### config.mk
export PLATFORM = sky130hd
export DESIGN_NAME = opb_register_bank_ppc2simulink
export DESIGN_NICKNAME = d
export VERILOG_FILES = /design/src/rtl/opb_register_bank_ppc2simulink.sv
export SDC_FILE = /design/constraint.sdc
export NUM_CORES = 1
export LEC_CHECK = 0
export BUFFER_PORTS_ARGS = -buffer_cell sky130_fd_sc_hd__clkbuf_2
export CORE_ASPECT_RATIO = 0.9
export CORE_MARGIN = 5
export CORE_UTILIZATION = 40
export CTS_CLUSTER_SIZE = 10
export DETAILED_ROUTE_END_ITERATION = 8
export HOLD_SLACK_MARGIN = 0.05
export PLACE_DENSITY = 0.68
export SLEW_MARGIN = 25
export SYNTH_ARGS = -nofsm -noshare
export SYNTH_HDL_FRONTEND = slang
export SYNTH_SLANG_ARGS = --single-unit
### constraint.sdc
create_clock -name OPB_Clk -period 6.6 [get_ports OPB_Clk]
set_input_delay 0.66 -clock OPB_Clk [delete_from_list [all_inputs] [get_ports OPB_Clk]]
set_output_delay 0.66 -clock OPB_Clk [all_outputs]
set_load 0.02 [all_outputs]
### src/rtl/opb_register_bank_ppc2simulink.sv
//-----------------------------------------------------------------------------
// opb_register_bank_ppc2simulink
//
// OPB slave exposing C_NUM_REGS software-writable registers to the Simulink
// fabric. Each register is C_REG_WIDTH bits wide and LSB-aligned in a 32-bit
// word. Writes honour the byte enables. With C_SHADOWED = 1 a write lands in a
// shadow copy and sets a pending bit. A write to the control word at offset
// 0x80 then either commits every pending shadow to live (bit0) or discards
// the shadows by reloading them from live (bit1). With C_SHADOWED = 0 a write
// goes straight to the live value. Every load of a live value raises a
// one-cycle pulse on the matching user_update bit.
//
// Ports:
//   OPB_Clk, OPB_Rst_n   single clock, synchronous active-low reset
//   OPB_ABus [0:31]      byte address, big-endian bit order
//   OPB_BE   [0:3]       byte enables, BE[0] covers value bits 31:24
//   OPB_DBus [0:31]      write data, DBus[0] is value bit 31
//   OPB_RNW              1 = read
//   OPB_select           transfer request
//   OPB_seqAddr          ignored
//   Sl_DBus  [0:31]      read data, zero outside the ack cycle (OR-bus)
//   Sl_xferAck           high for exactly one cycle per accepted transfer
//   Sl_errAck, Sl_retry, Sl_toutSup   tied low
//   user_data_out        live register values, register i at [i*W +: W]
//   user_update          one-cycle pulse per register on a live load
//
// Handshake: a transfer is accepted at the rising edge where OPB_select is
// high, the address lies in the window, the FSM is IDLE and the slave is
// armed. Sl_xferAck is high during the single following cycle, when Sl_DBus
// carries read data. The slave re-arms only after it has seen OPB_select low,
// so a select held high across and beyond the ack cycle is one access.
//-----------------------------------------------------------------------------
module opb_register_bank_ppc2simulink #(
    parameter logic [31:0] C_BASEADDR   = 32'h01000900,
    parameter logic [31:0] C_HIGHADDR   = 32'h010009FF,
    parameter int          C_OPB_AWIDTH = 32,
    parameter int          C_OPB_DWIDTH = 32,
    parameter              C_FAMILY     = "virtex5",
    parameter int          C_NUM_REGS   = 8,
    parameter int          C_REG_WIDTH  = 32,
    parameter int          C_SHADOWED   = 1,
    parameter logic [31:0] C_RESET_VAL  = 32'h0
) (
    input  logic                              OPB_Clk,
    input  logic                              OPB_Rst_n,
    input  logic [0:31]                       OPB_ABus,
    input  logic [0:3]                        OPB_BE,
    input  logic [0:31]                       OPB_DBus,
    input  logic                              OPB_RNW,
    input  logic                              OPB_select,
    input  logic                              OPB_seqAddr,
    output logic [0:31]                       Sl_DBus,
    output logic                              Sl_xferAck,
    output logic                              Sl_errAck,
    output logic                              Sl_retry,
    output logic                              Sl_toutSup,
    output logic [C_NUM_REGS*C_REG_WIDTH-1:0] user_data_out,
    output logic [C_NUM_REGS-1:0]             user_update
);

    localparam logic [C_REG_WIDTH-1:0] RST_V = C_RESET_VAL[C_REG_WIDTH-1:0];
    localparam logic [31:0] WMASK = (C_REG_WIDTH >= 32) ? 32'hFFFF_FFFF
                                  : ((32'd1 << C_REG_WIDTH) - 32'd1);
    localparam bit SHADOWED = (C_SHADOWED != 0);

    typedef enum logic {IDLE = 1'b0, ACK = 1'b1} state_t;

    state_t state_r, state_nx;

    logic [C_REG_WIDTH-1:0] live_r   [C_NUM_REGS];
    logic [C_REG_WIDTH-1:0] shadow_r [C_NUM_REGS];
    logic [C_NUM_REGS-1:0]  pending_r;
    logic [31:0]            rd_q;
    logic                   armed_r;

    // Bus fields remapped to little-endian value order: bit 31 = DBus[0].
    logic [31:0] abus;
    logic [31:0] wdata;
    logic [3:0]  be_v;
    logic [31:0] off;
    logic [29:0] word_idx;
    logic [31:0] bmask;
    logic        in_window;
    logic        hit;
    logic        write_en;
    logic        is_ctrl;
    logic        in_width;
    logic        ctrl_wr;
    logic        commit;
    logic        discard;

    logic [C_NUM_REGS-1:0] reg_sel;
    logic [31:0]           cur_val;
    logic [31:0]           rd_data;
    logic [31:0]           wr_val;

    assign abus     = OPB_ABus;
    assign wdata    = OPB_DBus;
    assign be_v     = OPB_BE;
    assign off      = abus - C_BASEADDR;
    assign word_idx = off[31:2];

    assign in_window = (abus >= C_BASEADDR) && (abus <= C_HIGHADDR);
    assign hit       = OPB_select && in_window && (state_r == IDLE) && armed_r;
    assign write_en  = hit && !OPB_RNW;
    assign is_ctrl   = (word_idx == 30'h20);

    always_comb begin
        for (int b = 0; b < 4; b++) begin
            bmask[8*b +: 8] = {8{be_v[b]}};
        end
    end

    // A write counts only if at least one enabled byte carries valid bits.
    assign in_width = |(bmask & WMASK);

    assign ctrl_wr = write_en && is_ctrl && be_v[0] && SHADOWED;
    assign commit  = ctrl_wr && wdata[0];
    assign discard = ctrl_wr && wdata[1] && !wdata[0];

    // Register decode and read mux; reads see the state before the edge.
    always_comb begin
        reg_sel = '0;
        cur_val = '0;
        rd_data = '0;
        for (int i = 0; i < C_NUM_REGS; i++) begin
            if (word_idx == 30'(i)) begin
                reg_sel[i] = 1'b1;
                cur_val[C_REG_WIDTH-1:0] = SHADOWED ? shadow_r[i] : live_r[i];
            end
        end
        if (|reg_sel) begin
            rd_data = cur_val;
        end else if (is_ctrl && SHADOWED) begin
            rd_data[C_NUM_REGS-1:0] = pending_r;
        end
    end

    assign wr_val = (cur_val & ~bmask) | (wdata & bmask);

    // FSM: state register
    always_ff @(posedge OPB_Clk) begin
        if (!OPB_Rst_n) begin
            state_r <= IDLE;
        end else begin
            state_r <= state_nx;
        end
    end

    // FSM: next state
    always_comb begin
        state_nx = state_r;
        case (state_r)
            IDLE:    if (hit) state_nx = ACK;
            ACK:     state_nx = IDLE;
            default: state_nx = IDLE;
        endcase
    end

    // FSM: outputs
    always_comb begin
        Sl_xferAck = (state_r == ACK);
    end

    // Datapath: register file, pending mask, read data, update pulses.
    always_ff @(posedge OPB_Clk) begin
        if (!OPB_Rst_n) begin
            for (int i = 0; i < C_NUM_REGS; i++) begin
                live_r[i]   <= RST_V;
                shadow_r[i] <= RST_V;
            end
            pending_r   <= '0;
            user_update <= '0;
            rd_q        <= '0;
            armed_r     <= 1'b1;
        end else begin
            user_update <= '0;
            rd_q        <= '0;
            if (hit) begin
                armed_r <= 1'b0;
            end else if (!OPB_select) begin
                armed_r <= 1'b1;
            end
            if (hit && OPB_RNW) begin
                rd_q <= rd_data;
            end
            if (commit || discard) begin
                for (int i = 0; i < C_NUM_REGS; i++) begin
                    if (commit) begin
                        if (pending_r[i]) begin
                            live_r[i]      <= shadow_r[i];
                            user_update[i] <= 1'b1;
                        end
                    end else begin
                        shadow_r[i] <= live_r[i];
                    end
                end
                pending_r <= '0;
            end
            for (int i = 0; i < C_NUM_REGS; i++) begin
                if (write_en && reg_sel[i] && in_width) begin
                    if (SHADOWED) begin
                        shadow_r[i]  <= wr_val[C_REG_WIDTH-1:0];
                        pending_r[i] <= 1'b1;
                    end else begin
                        live_r[i]      <= wr_val[C_REG_WIDTH-1:0];
                        user_update[i] <= 1'b1;
                    end
                end
            end
        end
    end

    generate
        for (genvar g = 0; g < C_NUM_REGS; g++) begin : g_out
            assign user_data_out[g*C_REG_WIDTH +: C_REG_WIDTH] = live_r[g];
        end
    endgenerate

    assign Sl_DBus    = rd_q;
    assign Sl_errAck  = 1'b0;
    assign Sl_retry   = 1'b0;
    assign Sl_toutSup = 1'b0;

    // Bits with no function: seqAddr, sub-word address, value bits above width.
    logic [34:0] unused_bits;
    assign unused_bits = {OPB_seqAddr, off[1:0], wr_val};

endmodule

# Yosys cells after proc, flatten, opt, wreduce, memory -nomap -nowiden
# Memories as Yosys holds them, arrays and structs flattened.
# Cells that the tools add are included.
[word_totals] in_bits=73 out_inout_bits=300 n_memories=2 regBits=50 mem_bits_rw=512
[mem_list] memory="live_r" depth=8 word_bits=32 rd=8 rd_ports_with_merged_regs=0 wr=8 line_no="70" source="logic [C_REG_WIDTH-1:0] live_r [C_NUM_REGS];"
[mem_list] memory="shadow_r" depth=8 word_bits=32 rd=8 rd_ports_with_merged_regs=0 wr=8 line_no="71" source="logic [C_REG_WIDTH-1:0] shadow_r [C_NUM_REGS];"
[op_classes] n_addsub=1 magnitude_cmp=2 bitwise=29 n_reduce_logical=44 n_eq_ne=9 n_mux=124
[ops] cell="$mux W32" count=32
[ops] cell="$eq A30 B3 Y1 const B" count=4
[ops] cell="$mux W1" count=88
[ops] cell="$and A32 B32 Y32" count=2
[ops] cell="$eq A30 B2 Y1 const B" count=2
[ops] cell="$ge A32 B25 Y1 const B" count=1
[ops] cell="$le A32 B25 Y1 const B" count=1
[ops] cell="$not A32 Y32" count=1
[ops] cell="$or A32 B32 Y32" count=1
[ops] cell="$sub A32 B25 Y32 const B" count=1
[ops] cell="$eq A30 B1 Y1 const B" count=1
[ops] cell="$eq A30 B6 Y1 const B" count=1
[ops] cell="$logic_not A30 Y1" count=1
[ops] cell="$logic_and A1 B1 Y1" count=27
[ops] cell="$mux W8" count=3
[ops] cell="$or A1 B1 Y1" count=24
[ops] cell="$reduce_bool A2 Y1" count=8
[ops] cell="$reduce_or A8 Y1" count=1
[ops] cell="$reduce_and A2 Y1" count=2
[ops] cell="$reduce_or A4 Y1" count=1
[ops] cell="$reduce_and A3 Y1" count=1
[ops] cell="$logic_not A1 Y1" count=2
[ops] cell="$ne A2 B1 Y1 const B" count=1
[ops] cell="$pmux W1 S2" count=1
[ops] cell="other kinds (2)" count=2

# Depth between registers and ports, before layout
[depth] word_depth=16 mapped_depth=10 depth_no_buf=6

# Least setup slack after synthesis
# OpenSTA, ideal clock, no wires.
[synth_timing] path_type="input to register" start="in OPB_ABus[19] in the netlist's numbering" end="mem live_r[0][0], enable pin" arrival_ps=4559 required_ps=6134 slack_ps=1575 n_path_buf=1 path_stages=6 path_cell_list="nor4_4 nand4_2 nor4_4 nand4_1 clkbuf_1 o21ai_0"
[synth_rtl] element="start, declared" line_no="46" source="input logic [0:31] OPB_ABus,"
[synth_rtl] element="end, declared" line_no="70"

==> impl_results.md <==
- Crit Path Max Fanout: 43
- Crit Path Class: input port to register
- IO Pins: roughly 370
- Pwr per Cell Area: between 200 and 300 mW/mm^2
- Critical Path, Cell by Cell: buf_4 -> nand2_1 -> o31a_1 -> nor4_4 -> nand3_2 -> or4_1 -> buf_4 -> nand2_1 -> buf_4
- Post-synth cell types: just over 60
- WL per Instance: slightly below 30 um
- Post-Syn Area: 0.02454 mm^2
- Pint: 6.231 mW
- Net Sw Power: between 1.5 and 2 mW
- Slew margin rel.: 0.2569
- Die area: 0.06642 mm^2
- Routed Antenna Nets: 0
- Remaining Overflow, GRT: 0
- Fin crit share: 0.6487
- FF+latch area: roughly 0.016 mm^2
- Register bit count reported by yosys: about 560
- Worst setup SP type: input port
- Cells after Synth: 1,716
- Post-synth EDFFs: approximately 510
- Worst R2R Setup Slack: ~2800 ps
- Slowest-stage cell, CP: or4_1
- FILL cells: ~5.2k
- CP endpoint kind: register
- CTS Buffer Depth: 3
- Core Region: 0.06101 mm^2
- Routed wire length: 86,710 um
- Worst-Margin Slew: 1115 ps
- Crit-path leading delay family: simple AND/OR/NAND/NOR gates
- Synth Flop Type: edfxtp_1
- Worst EP arrival: between 4000 and 5000 ps
- Max Fclk: about 0.23 GHz
- Minimum clock period: about 4300 ps
- Area after DPL: about 0.027 mm^2
- Most used cell along the critical path: buf_4
- Avg Inst Size Synth: between 10 and 15 um^2
- HP Class: input port to register
- PortBufs: 368
- Worst skew pair latency: ~600 ps
- RSZ-0062 raised after global routing: false
- Die Height: 245.0 um
- Vias in the first global route: between 15k and 20k
- Drt first pass iters: 6
- Fin Setup TNS: 0 ps
- Initial antenna violation count: 1
- CTS resizes: 0
- Worst Path Required: between 6000 and 7000 ps
- N_diodes: 0
- Multi-input logic area: around 0.008 mm^2
- Total of max-cap violations: 0
- Sequential group share of total power: 0.506
- P&R area growth vs syn: 20.07%
- Register area share after synthesis: 0.6672
- Ys Warns: 0
- Status: complete, no violations
- CTS tree: done
- # hold bufs at CTS: 0
- Routability cong.: a little over 0.9
- Initial DRC count: ~2.2k
- Final setup viols: 0
- Nets: between 2k and 2.5k
- First-pass GRT wire length: ~120,000 um
- Via density per instance: between 6 and 7
- Postcts setup bufs: 0
- Leakage: 10.68 nW
- Final Hold Viols: 0
- Max-slew violation count: 0
- Final instance area: ~0.029 mm^2
- Hpwl dp: 60,340 um
- Starting Density: 0.4023
- Final Skew: roughly 27 ps
- Crit-path max cell delay: about 570 ps
- Peak supply drop: approximately 0.16 mV
- Largest net degree at the start of global routing: 73
- Via count: between 15k and 20k
- H-tree level count: 3
- Num CTS Buffers: between 60 and 70
- Layout cells sized above 1: 0.2853
- Clk pin slew, worst setup/hold paths: about 60 ps
- Row count: 86
- Root buffer cell: clkbuf_16
- Comb power frac: 0.073
- Clock share of power: 0.421
- Sw frac: 0.2400
- Gr usage total: 0.2519
- Bufs and invs on worst path: 3
- TritonCTS Sinks: ~560
- Die Wd: between 200 and 300 um
- # DRC: 0
- Pwr Total: 8.199 mW
- Ys async rst share: 0
-- synth_stat cells (all sizes together), types with 13 or more instances --
master | instances | share of area
edfxtp | 512 | 0.63
and2 | 264 | 0.067
o2bb2ai | 169 | 0.060
nand2 | 104 | 0.016
clkbuf | 88 | 0.013
o21ai | 75 | 0.015
a22o | 60 | 0.021
dfxtp | 50 | 0.041
buf | 48 | 0.010
nor2 | 46 | 0.0070
mux4 | 43 | 0.039
a211oi | 20 | 0.0061
mux2 | 19 | 0.0087
nor2b | 18 | 0.0046
nor3 | 16 | 0.0033
a32oi | 15 | 0.0054
inv | 14 | 0.0021
nand4 | 13 | 0.0036
nor4 | 13 | 0.0053
-- path summary, 6_finish.rpt --
path | cells after the start | startpoint | end
setup reg to reg | 8 | Sl_xferAck$_SDFF_PP0_ | shadow_r[0][53]$_SDFFCE_PN0P_
hold / removal | 3 | OPB_DBus[25] | shadow_r[1][70]$_DFFE_PP_
hold reg to reg | 2 | pending_r[4]$_SDFFE_PN0P_ | pending_r[4]$_SDFFE_PN0P_
setup / recovery | 9 | OPB_ABus[29] | shadow_r[0][53]$_SDFFCE_PN0P_
-- logic make-up (layout without fill, tap and decap cells) --
| family | count (synthesis) | in the layout | synth area share |
|---|---|---|---|
| DFF | 562 | 562 | 0.6672 |
| xor gates and xnor gates | 1 | 1 | 0.0003569 |
| AOI/OAI and AO/OA | 419 | 419 | 0.1378 |
| buffers and inverters | 150 | 549 | 0.02559 |
| other | 1 | 3 | 0.0001528 |
| muxes | 64 | 64 | 0.04899 |
| and+or+nand+nor | 519 | 519 | 0.1199 |
-- area by class of cell --
class | instances | area share
Sequential cell | 562 | 0.5557
Multi-Input combinational cell | 1006 | 0.2637
Timing Repair Buffer | 426 | 0.07812
Clock buffer | 105 | 0.06526
Tap cell | 792 | 0.03363
Clock inverter | 4 | 0.001826
Inverter | 14 | 0.001783
-- stage by stage --
step                      instances  worst slack, ps    util  hold WS, ps
after floorplan                1718             1575       -        434.9
after global placement         2797             1860  0.4496        448.4
after detailed placement       2799             1761  0.4500        451.5
after CTS                      2908             2389  0.4824        384.7
after global routing           2909             2141  0.4830        442.3
final                          2909             2318  0.4830        417.7
-- sequential cells by signal (all words and copies together) (netlist names) --
| signal | flops |
|---|---|
| Sl_DBus | 32 |
| Sl_xferAck | 1 |
| armed_r | 1 |
| live_r | 256 |
| pending_r | 8 |
| shadow_r | 256 |
| user_update | 8 |
-- placed cells by master (no fill, tap or decap), types with 18 or more instances in the layout --
| master | count |
|---|---|
| edfxtp_1 | 512 |
| clkbuf_2 | 366 |
| and2_1 | 264 |
| o2bb2ai_1 | 169 |
| nand2_1 | 104 |
| clkbuf_16 | 70 |
| o21ai_0 | 63 |
| a22o_1 | 60 |
| buf_4 | 56 |
| dfxtp_1 | 50 |
| nor2_1 | 45 |
| mux4_2 | 43 |
| clkbuf_1 | 31 |
| a211oi_1 | 20 |
| mux2_2 | 19 |
| nor2b_1 | 18 |
-- power groups by stage --
stage / Combinational, mW / Clock (mW) / Sequential, mW
after detailed placement: 0.591 / 0 / 4.21
after floorplan: 0.214 / 0 / 4.28
final: 0.597 / 3.45 / 4.15
after CTS: 0.592 / 3.48 / 4.15
after global placement: 0.587 / 0 / 4.21
after global routing: 0.627 / 3.64 / 4.16
-- tightest hold or removal path, cell delays in order --
cell,delay (ps)
clkbuf_2,90
a32oi_1,80
o21ai_0,70
-- metal layers --
metal  global-route usage  share of wire
met3              0.09119           0.14
met4              0.05979          0.021
met1               0.3591           0.41
met5                    0              0
met2               0.3715           0.43
Note: power is estimated with default switching activity, not from simulation.
